===== src/rtl/axi_lite_regfile.sv =====
// axi_lite_regfile: AXI4-Lite slave with NUM_REGS 32-bit read/write control registers.
// Register contents are exported on reg_out with a one-cycle reg_wr_pulse per write.
// Write and read channels run independent state machines.
// Optional feature macro AXIL_REGFILE_ERR_EN: when defined, out-of-range accesses return
// SLVERR (writes discarded, reads return 0); otherwise addresses alias modulo NUM_REGS*4.
`timescale 1ns / 1ps

module axi_lite_regfile #(
   parameter int unsigned NUM_REGS         = 8,
   parameter int unsigned S_AXI_DATA_WIDTH = 32,
   parameter int unsigned S_AXI_STRB_WIDTH = S_AXI_DATA_WIDTH / 8
) (
   input  logic                                   s_axi_aclk,
   input  logic                                   s_axi_aresetn,
   input  logic [31:0]                            s_axi_awaddr,
   input  logic                                   s_axi_awvalid,
   output logic                                   s_axi_awready,
   input  logic [S_AXI_DATA_WIDTH-1:0]            s_axi_wdata,
   input  logic [S_AXI_STRB_WIDTH-1:0]            s_axi_wstrb,
   input  logic                                   s_axi_wvalid,
   output logic                                   s_axi_wready,
   output logic [1:0]                             s_axi_bresp,
   output logic                                   s_axi_bvalid,
   input  logic                                   s_axi_bready,
   input  logic [31:0]                            s_axi_araddr,
   input  logic                                   s_axi_arvalid,
   output logic                                   s_axi_arready,
   output logic [S_AXI_DATA_WIDTH-1:0]            s_axi_rdata,
   output logic [1:0]                             s_axi_rresp,
   output logic                                   s_axi_rvalid,
   input  logic                                   s_axi_rready,
   output logic [NUM_REGS*S_AXI_DATA_WIDTH-1:0]   reg_out,
   output logic [NUM_REGS-1:0]                    reg_wr_pulse
);

   localparam int unsigned IDX_W = $clog2(NUM_REGS);

   localparam logic [1:0] W_IDLE = 2'd0;
   localparam logic [1:0] W_EXEC = 2'd1;
   localparam logic [1:0] W_RESP = 2'd2;

   localparam logic R_IDLE = 1'b0;
   localparam logic R_DATA = 1'b1;

   localparam logic [1:0] RESP_OKAY   = 2'b00;
   localparam logic [1:0] RESP_SLVERR = 2'b10;

   logic [1:0]                  wstate;
   logic                        rstate;
   logic                        aw_held;
   logic                        w_held;
   logic [31:0]                 aw_addr;
   logic [31:0]                 ar_addr;
   logic [S_AXI_DATA_WIDTH-1:0] w_data;
   logic [S_AXI_STRB_WIDTH-1:0] w_strb;
   logic [S_AXI_DATA_WIDTH-1:0] regs [NUM_REGS];
   logic [IDX_W-1:0]            w_idx;
   logic [IDX_W-1:0]            r_idx;
   logic                        w_ok;
   logic                        r_ok;
   logic                        aw_hs;
   logic                        w_hs;
   logic                        ar_hs;
   logic                        aw_next;
   logic                        w_next;

   assign w_idx = aw_addr[2 +: IDX_W];
   assign r_idx = ar_addr[2 +: IDX_W];

`ifdef AXIL_REGFILE_ERR_EN
   localparam logic [31:0] ADDR_LIMIT = 32'(NUM_REGS * 4);
   logic unused_addr_bits;
   // Full 32-bit compare so high address bits cannot alias into the register space
   assign w_ok = (aw_addr < ADDR_LIMIT);
   assign r_ok = (ar_addr < ADDR_LIMIT);
   assign unused_addr_bits = ^{aw_addr[1:0], ar_addr[1:0]};
`else
   logic unused_addr_bits;
   // No range check: index bits alone select the register
   assign w_ok = 1'b1;
   assign r_ok = 1'b1;
   assign unused_addr_bits = ^{aw_addr[31:IDX_W+2], aw_addr[1:0],
                               ar_addr[31:IDX_W+2], ar_addr[1:0]};
`endif

   assign aw_hs   = s_axi_awvalid & s_axi_awready;
   assign w_hs    = s_axi_wvalid & s_axi_wready;
   assign ar_hs   = s_axi_arvalid & s_axi_arready;
   assign aw_next = aw_held | aw_hs;
   assign w_next  = w_held | w_hs;

   for (genvar i = 0; i < NUM_REGS; i++) begin : g_out
      assign reg_out[i*S_AXI_DATA_WIDTH +: S_AXI_DATA_WIDTH] = regs[i];
   end

   // Write channel FSM: latch AW and W independently, execute once both are held
   always_ff @(posedge s_axi_aclk or negedge s_axi_aresetn) begin
      if (!s_axi_aresetn) begin
         wstate        <= W_IDLE;
         aw_held       <= 1'b0;
         w_held        <= 1'b0;
         aw_addr       <= '0;
         w_data        <= '0;
         w_strb        <= '0;
         s_axi_awready <= 1'b0;
         s_axi_wready  <= 1'b0;
         s_axi_bvalid  <= 1'b0;
         s_axi_bresp   <= RESP_OKAY;
         reg_wr_pulse  <= '0;
      end else begin
         reg_wr_pulse <= '0;
         case (wstate)
            W_IDLE: begin
               if (aw_hs) aw_addr <= s_axi_awaddr;
               if (w_hs) begin
                  w_data <= s_axi_wdata;
                  w_strb <= s_axi_wstrb;
               end
               aw_held       <= aw_next;
               w_held        <= w_next;
               // Also raises the readies on the first edge after reset release
               s_axi_awready <= ~aw_next;
               s_axi_wready  <= ~w_next;
               if (aw_next && w_next) wstate <= W_EXEC;
            end
            W_EXEC: begin
               if (w_ok) reg_wr_pulse[w_idx] <= 1'b1;
               s_axi_bresp  <= w_ok ? RESP_OKAY : RESP_SLVERR;
               s_axi_bvalid <= 1'b1;
               wstate       <= W_RESP;
            end
            W_RESP: begin
               if (s_axi_bready) begin
                  s_axi_bvalid  <= 1'b0;
                  s_axi_awready <= 1'b1;
                  s_axi_wready  <= 1'b1;
                  aw_held       <= 1'b0;
                  w_held        <= 1'b0;
                  wstate        <= W_IDLE;
               end
            end
            default: wstate <= W_IDLE;
         endcase
      end
   end

   // Register array: byte-wise update during the single execute cycle
   always_ff @(posedge s_axi_aclk or negedge s_axi_aresetn) begin
      if (!s_axi_aresetn) begin
         for (int i = 0; i < NUM_REGS; i++) regs[i] <= '0;
      end else if (wstate == W_EXEC && w_ok) begin
         for (int k = 0; k < S_AXI_STRB_WIDTH; k++) begin
            if (w_strb[k]) regs[w_idx][8*k +: 8] <= w_data[8*k +: 8];
         end
      end
   end

   // Read channel FSM: latch AR, load data one edge later, hold until rready
   always_ff @(posedge s_axi_aclk or negedge s_axi_aresetn) begin
      if (!s_axi_aresetn) begin
         rstate        <= R_IDLE;
         ar_addr       <= '0;
         s_axi_arready <= 1'b0;
         s_axi_rvalid  <= 1'b0;
         s_axi_rdata   <= '0;
         s_axi_rresp   <= RESP_OKAY;
      end else if (rstate == R_IDLE) begin
         if (ar_hs) begin
            ar_addr       <= s_axi_araddr;
            s_axi_arready <= 1'b0;
            rstate        <= R_DATA;
         end else begin
            s_axi_arready <= 1'b1;
         end
      end else begin
         if (!s_axi_rvalid) begin
            // Sampled with pre-write contents if a write lands on the same edge
            s_axi_rdata  <= r_ok ? regs[r_idx] : '0;
            s_axi_rresp  <= r_ok ? RESP_OKAY : RESP_SLVERR;
            s_axi_rvalid <= 1'b1;
         end else if (s_axi_rready) begin
            s_axi_rvalid  <= 1'b0;
            s_axi_arready <= 1'b1;
            rstate        <= R_IDLE;
         end
      end
   end

endmodule


===== config.mk =====
export PLATFORM = sky130hd
export DESIGN_NAME = axi_lite_regfile
export DESIGN_NICKNAME = d
export VERILOG_FILES = /design/src/rtl/axi_lite_regfile.sv
export SDC_FILE = /design/constraint.sdc
export NUM_CORES = 1
export LEC_CHECK = 0
export ABC_CLOCK_PERIOD_IN_PS = 2800
export BUFFER_PORTS_ARGS = -buffer_cell sky130_fd_sc_hd__buf_2
export CAP_MARGIN = 20
export CORE_ASPECT_RATIO = 0.6
export CORE_MARGIN = 5
export CORE_UTILIZATION = 53
export CTS_CLUSTER_SIZE = 10
export DETAILED_ROUTE_END_ITERATION = 8
export GPL_ROUTABILITY_DRIVEN = 0
export PLACE_DENSITY_LB_ADDON = 0.25
export SLEW_MARGIN = 0
export SYNTH_ARGS = -nofsm -noshare
export SYNTH_HDL_FRONTEND = slang
export SYNTH_SLANG_ARGS = --single-unit

===== constraint.sdc =====
create_clock -name s_axi_aclk -period 2.8 [get_ports s_axi_aclk]
set_input_delay 0.56 -clock s_axi_aclk [delete_from_list [all_inputs] [get_ports s_axi_aclk]]
set_output_delay 0.56 -clock s_axi_aclk [all_outputs]
set_load 0.01 [all_outputs]

**After elaboration in Yosys (flattened, before gate mapping)**

Index checks and enable logic that the tools add are counted.

- Output and inout bits: 305
- Bits of input ports: 107
- Logic and storage cells: 102
- Bits in registers: 352

- Reduce and logical (&&, ||, !) cells: 14
- Bitwise operators: 11
- Equal/unequal tests: 6
- Magnitude comparators: 5
- Multiplexer cells: 43

Operators with widths:

| kind | count |
|---|---|
| $mux W256 | 7 |
| $bwmux W256 | 4 |
| $demux W32 S3 | 4 |
| $bmux W32 S3 | 1 |
| $mux W32 | 3 |
| $mux W24 | 1 |
| $mux W16 | 1 |
| $mux W8 | 2 |
| $reduce_and A2 Y1 | 8 |
| $mux W1 | 11 |
| $pmux W1 S2 | 5 |
| $ge A4 B4 Y1 const B | 2 |
| $ne A2 B2 Y1 const B | 4 |
| $not A3 Y4 | 2 |
| $pmux W2 S3 | 1 |
| $lt A3 B4 Y1 const B | 1 |
| $lt A4 B1 Y1 const B | 1 |
| $mux W2 | 2 |
| $not A1 Y1 | 4 |
| $reduce_bool A2 Y1 | 2 |
| $and A1 B1 Y1 | 3 |
| $demux W1 S3 | 1 |
| $ge A3 B1 Y1 const B | 1 |
| $logic_and A1 B1 Y1 | 3 |
| 4 further kinds | 5 |

**Logic depth before layout (Yosys ltp)**

- Depth in word-level cells: 16
- Mapped depth: 6
- Gate-level depth less buffers: 3

**Worst setup path after synthesis**

No wires, ideal clock.

- Kind: flip-flop to flip-flop
- Start: register wstate[1]
- End: register regs (netlist bit reg_out[10])
- Clock period less this slack: 2.033 ns
- Setup time: 0.125 ns
- Arrival: 1.908 ns
- Buffers on the path: 3
- Setup slack: 0.767 ns
- Data required time: 2.675 ns
- Cell stages (with the launch flop): 7
- Cell sequence: dfrtp_1 buf_6 or3b_1 buf_6 or4b_4 buf_6 mux2_4

- Longest elaborated chain between the ends: 1

Ends and longest elaborated chain:

| element | RTL line | text |
|---|---|---|
| start, declared | 48 | `logic [1:0] wstate;` |
| start signal, assigned | 99 | `wstate <= W_IDLE;` |
| start signal, assigned | 124 | `if (aw_next && w_next) wstate <= W_EXEC;` |
| start signal, assigned | 130 | `wstate <= W_RESP;` |
| $eq A2 B1 Y1 | 151 | `end else if (wstate == W_EXEC && w_ok) begin` |
| end signal, assigned by index | 153 | `if (w_strb[k]) regs[w_idx][8*k +: 8] <= w_data[8*k +: 8];` |
| end, declared | 56 | `logic [S_AXI_DATA_WIDTH-1:0] regs [NUM_REGS];` |

Every way passes these cells.
A chain may end at the register's enable or synchronous reset.

**Worst setup path after layout**

- Start: register aw_addr[3]
- End: register regs (netlist bit reg_out[83])

- Longest elaborated chain between the ends: 13
- Elaborated cells on any way between the ends: 20
- Those cells by class: 2 x order compare; 16 x mux; 1 x bitwise; 1 x reduce/logical

Ends and longest elaborated chain:

| element | RTL line | text |
|---|---|---|
| start, declared | 52 | `logic [31:0] aw_addr;` |
| start signal, assigned | 114 | `if (aw_hs) aw_addr <= s_axi_awaddr;` |
| $not A3 Y4 (not written as such) (*) | 153 |  |
| $demux W32 S3 | 153 |  |
| $bwmux W256 | 153 |  |
| $mux W256 | 153 |  |
| $mux W256 | 151 |  |
| $bwmux W256 | 153 |  |
| $mux W256 | 153 |  |
| $mux W256 | 151 |  |
| $bwmux W256 | 153 |  |
| $mux W256 | 153 |  |
| $mux W256 | 151 |  |
| $bwmux W256 | 153 |  |
| $mux W256 (*) | 153 |  |

Mark *: on every way between the ends. The rest lies on a longest branch, timed or not. The select of a mux whose other input is x is not followed.

==> results.md <==
- Status: completed
- Reg2Reg Launch Point: aw_addr[3]
- Post-route antenna net violation count: 0
- Initial core utilization: 54.29%
- Most frequent cell after synthesis: mux2_2
- YS warnings: 0
- Clk slew on worst S/H paths: ~0.06 ns
- Worst slew pin tran: between 0.9 and 1 ns
- Achievable frequency: 414.0 MHz
- Simple-Gate Fraction of Synth Area: about 3.8%
- CTS resizes: 0
- Total gr overflow: 0
- RSZ-0062 raised after global routing: no
- Primary FF master, synth: dfrtp_1
- Share of cells above drive strength 1: 56.55%
- Critical path startpoint: aw_addr[3]
- Fin Clk Skew: 0.01364 ns
- Critical Path End: reg_out[83]
- Seq/Total Area, Yosys: 57.67%
- EDFF count, synth: 0
- Wire length per cell: about 25 µm
- Critical Path AT: 2.81 ns
- CP Class: flop to flop
- Via density: between 5 and 6
- Final Hold Viols: 0
- Worst VDD drop: 0.0007187 V
- Drc violations: 0
- Final setup viols: 0
- Final worst path period share: 86.27%
- Synth-to-Final Area Change: 23.12%
- Die Wd: 227.9 µm
- Area of the multi-input gates: 6181 µm²
- Fillers: 2067
- Setup Fix Bufs, Post-CTS: 0
- Post-synthesis register bit count: around 350
- CP startpoint kind: flop
- Routed wire length: 44860 µm
- Critical path endpoint category: flop
- Flop-to-flop setup slack: 0.38 ns
- Power Density: 1277 nW/µm²
- Vias: 10570
- Slew Limit Fails: 0
- Leakage: 9.564 nW
- Nets: approximately 1500
- Tot GR Track Use: 27.64%
- Largest net degree at the start of global routing: 72
- CTS tree: yes
- Initial antenna violation count: 5
- Syn Std Cell Area: about 15000 µm²
- CTS buffer count: 40
- Top-Level Pins: 412
- Post-synthesis mux area share: 31.44%
- DIE AREA: 32080 µm²
- Clk root buf: clkbuf_16
- Pwr Total: between 20 and 25 mW
- Worst skew pair latency: 0.52 ns
- DR iter-0 viols: roughly 630
- # clock sinks: 348
- Hold Path Class: primary input to asynchronous set/reset pin
- DR pass1 iterations: 4
- Dominant cell type by area after synthesis: dfrtp_1
- # hold bufs at CTS: 0
- CTS max path bufs: 3
- Top cells by area, synth: dfrtp_1 58%, mux2_2 26%, mux2i_1 4.2%, a22o_1 1.9%, o31ai_1 1.6%
- Compound-cell area share of the yosys netlist: 5.328%
- Synth Area in Adders: 0%
- Port Buffer Count: 349
- Share of the synthesized area in the top cell type: between 50 and 60%
- Asr flop ratio synth: 100.0%
- Die Y: about 140 µm
- Core ar.: 27820 µm²
- Number of global-route vias before repair: 11120
- Setup_tns: 0 ns
- Most common library cells after synthesis: 354 x mux2_2, 348 x dfrtp_1, 64 x mux2i_1
- Reg2reg end: reg_out[83]
- CP Data Required Time: around 3.2 ns
- Worst-path maximum fanout: 19
- Combinational family with the most area after synthesis: multiplexers
- Register area: 8712 µm²
- Fin crit period: 2.416 ns
- HPWL after DPL: just over 30000 µm
- Synth unique cells: 38
- First-pass GRT wire length: ~69000 µm
- H-tree levels: 2
- Relative slew slack: 39.83%
- FF-to-FF path depth: 3
- Xor/xnor cell area share of the yosys netlist: 0%
- Number of core rows: 47
- Synth Instances: ~1100
- Total of max-cap violations: 0
- Synthesized area per cell: 14.37 µm²
-- registers in the layout (all words and copies together) (netlist names), 2 cells and up --
name and cells:
s_axi_rdata 32, w_data 32, ar_addr 3, aw_addr 3
reg_out 256, w_strb 4, reg_wr_pulse 8, wstate 2
-- worst min-delay path by stage --
stage | startpoint | end | slack [ns]
after floorplan | s_axi_aresetn | ar_addr[2] | 0.26
after global placement | s_axi_rdata[6] | s_axi_rdata[6] | 0.46
after detailed placement | s_axi_rdata[31] | s_axi_rdata[31] | 0.47
after CTS | s_axi_aresetn | reg_out[17] | 0.03
after global routing | s_axi_aresetn | reg_out[204] | 0.05
final | s_axi_aresetn | reg_out[236] | 0.02
-- power breakdown --
part | internal (mW) | switching [mW] | leakage [nW]
combinational | 4.86 | 4.81 | 4.55
sequential | 7.25 | 2.39 | 4.50
clock | 2.58 | 1.87 | 0.509
total | 14.7 | 9.06 | 9.56
-- metrics by stage --
stage	cells	hold slack (ns)	utilization, %	setup slack [ns]	cell area (µm²)
after global routing	1804	0.05001	66.84	0.2643	18590
final	1804	0.01752	66.84	0.3843	18590
after floorplan	1054	0.2644	-	0.7669	15110
after global placement	1759	0.4593	63.10	0.4630	17550
after detailed placement	1759	0.4653	63.10	0.4452	17550
after CTS	1803	0.02707	66.83	0.3842	18590
-- critical path: stages (launching register included) --
cell      delay, ns
dfrtp_1        0.69
nor4bb_1       0.63
nand2_1        0.53
mux2_2         0.43
-- metal layers --
metal | part of all wire, % | wire length, µm | track usage [%] | vias to the layer above
li1 | - | - | - | 4617
met1 | 43 | 19200 | 38.02 | 5466
met2 | 46 | 20750 | 43.63 | 397
met3 | 8.5 | 3805 | 8.441 | 82
met4 | 2.4 | 1056 | 7.061 | 8
met5 | 0.094 | 42 | 0 | -
-- cells by family after synthesis --
group,Yosys count
other,1
multiplexers,426
AND/OR/NAND/NOR,109
flip-flops,348
buffers and inverters,57
AO/OA/AOI/OAI,110
-- cell usage in the layout, fill, tap and decap left out, types with 2 or more instances in the layout --
cell type | netlist | layout
dfrtp_1 | 348 | 347
nand3_1 | 3 | 3
or4b_1 | 2 | 2
inv_1 | 4 | 4
o22ai_1 | 32 | 32
mux2_4 | 8 | 8
o21a_1 | 2 | 2
clkbuf_16 | 0 | 41
conb_1 | 1 | 4
nor2_1 | 20 | 19
mux2_2 | 354 | 354
nor2b_1 | 4 | 3
buf_2 | 11 | 348
nor3_1 | 2 | 2
a22o_1 | 32 | 32
clkbuf_1 | 34 | 3
nand2b_1 | 4 | 2
nand2_1 | 51 | 50
nor2_2 | 5 | 5
a21oi_1 | 5 | 5
nor3b_2 | 3 | 3
nor3_2 | 2 | 2
nor4bb_1 | 3 | 2
o21ai_0 | 4 | 4
buf_12 | 0 | 9
buf_4 | 4 | 33
o31ai_1 | 32 | 32
nand3b_1 | 3 | 3
nand4bb_1 | 2 | 2
mux2i_1 | 64 | 64
-- layout make-up --
type	count	share of cell area [%]
Sequential cell	348	46.86
Multi-Input combinational cell	649	33.25
Timing Repair Buffer	391	11.75
Clock buffer	44	5.579
Tap cell	367	2.470
Inverter	4	0.08076
Antenna cell	1	0.01346
(Power assumes the default switching activity.)
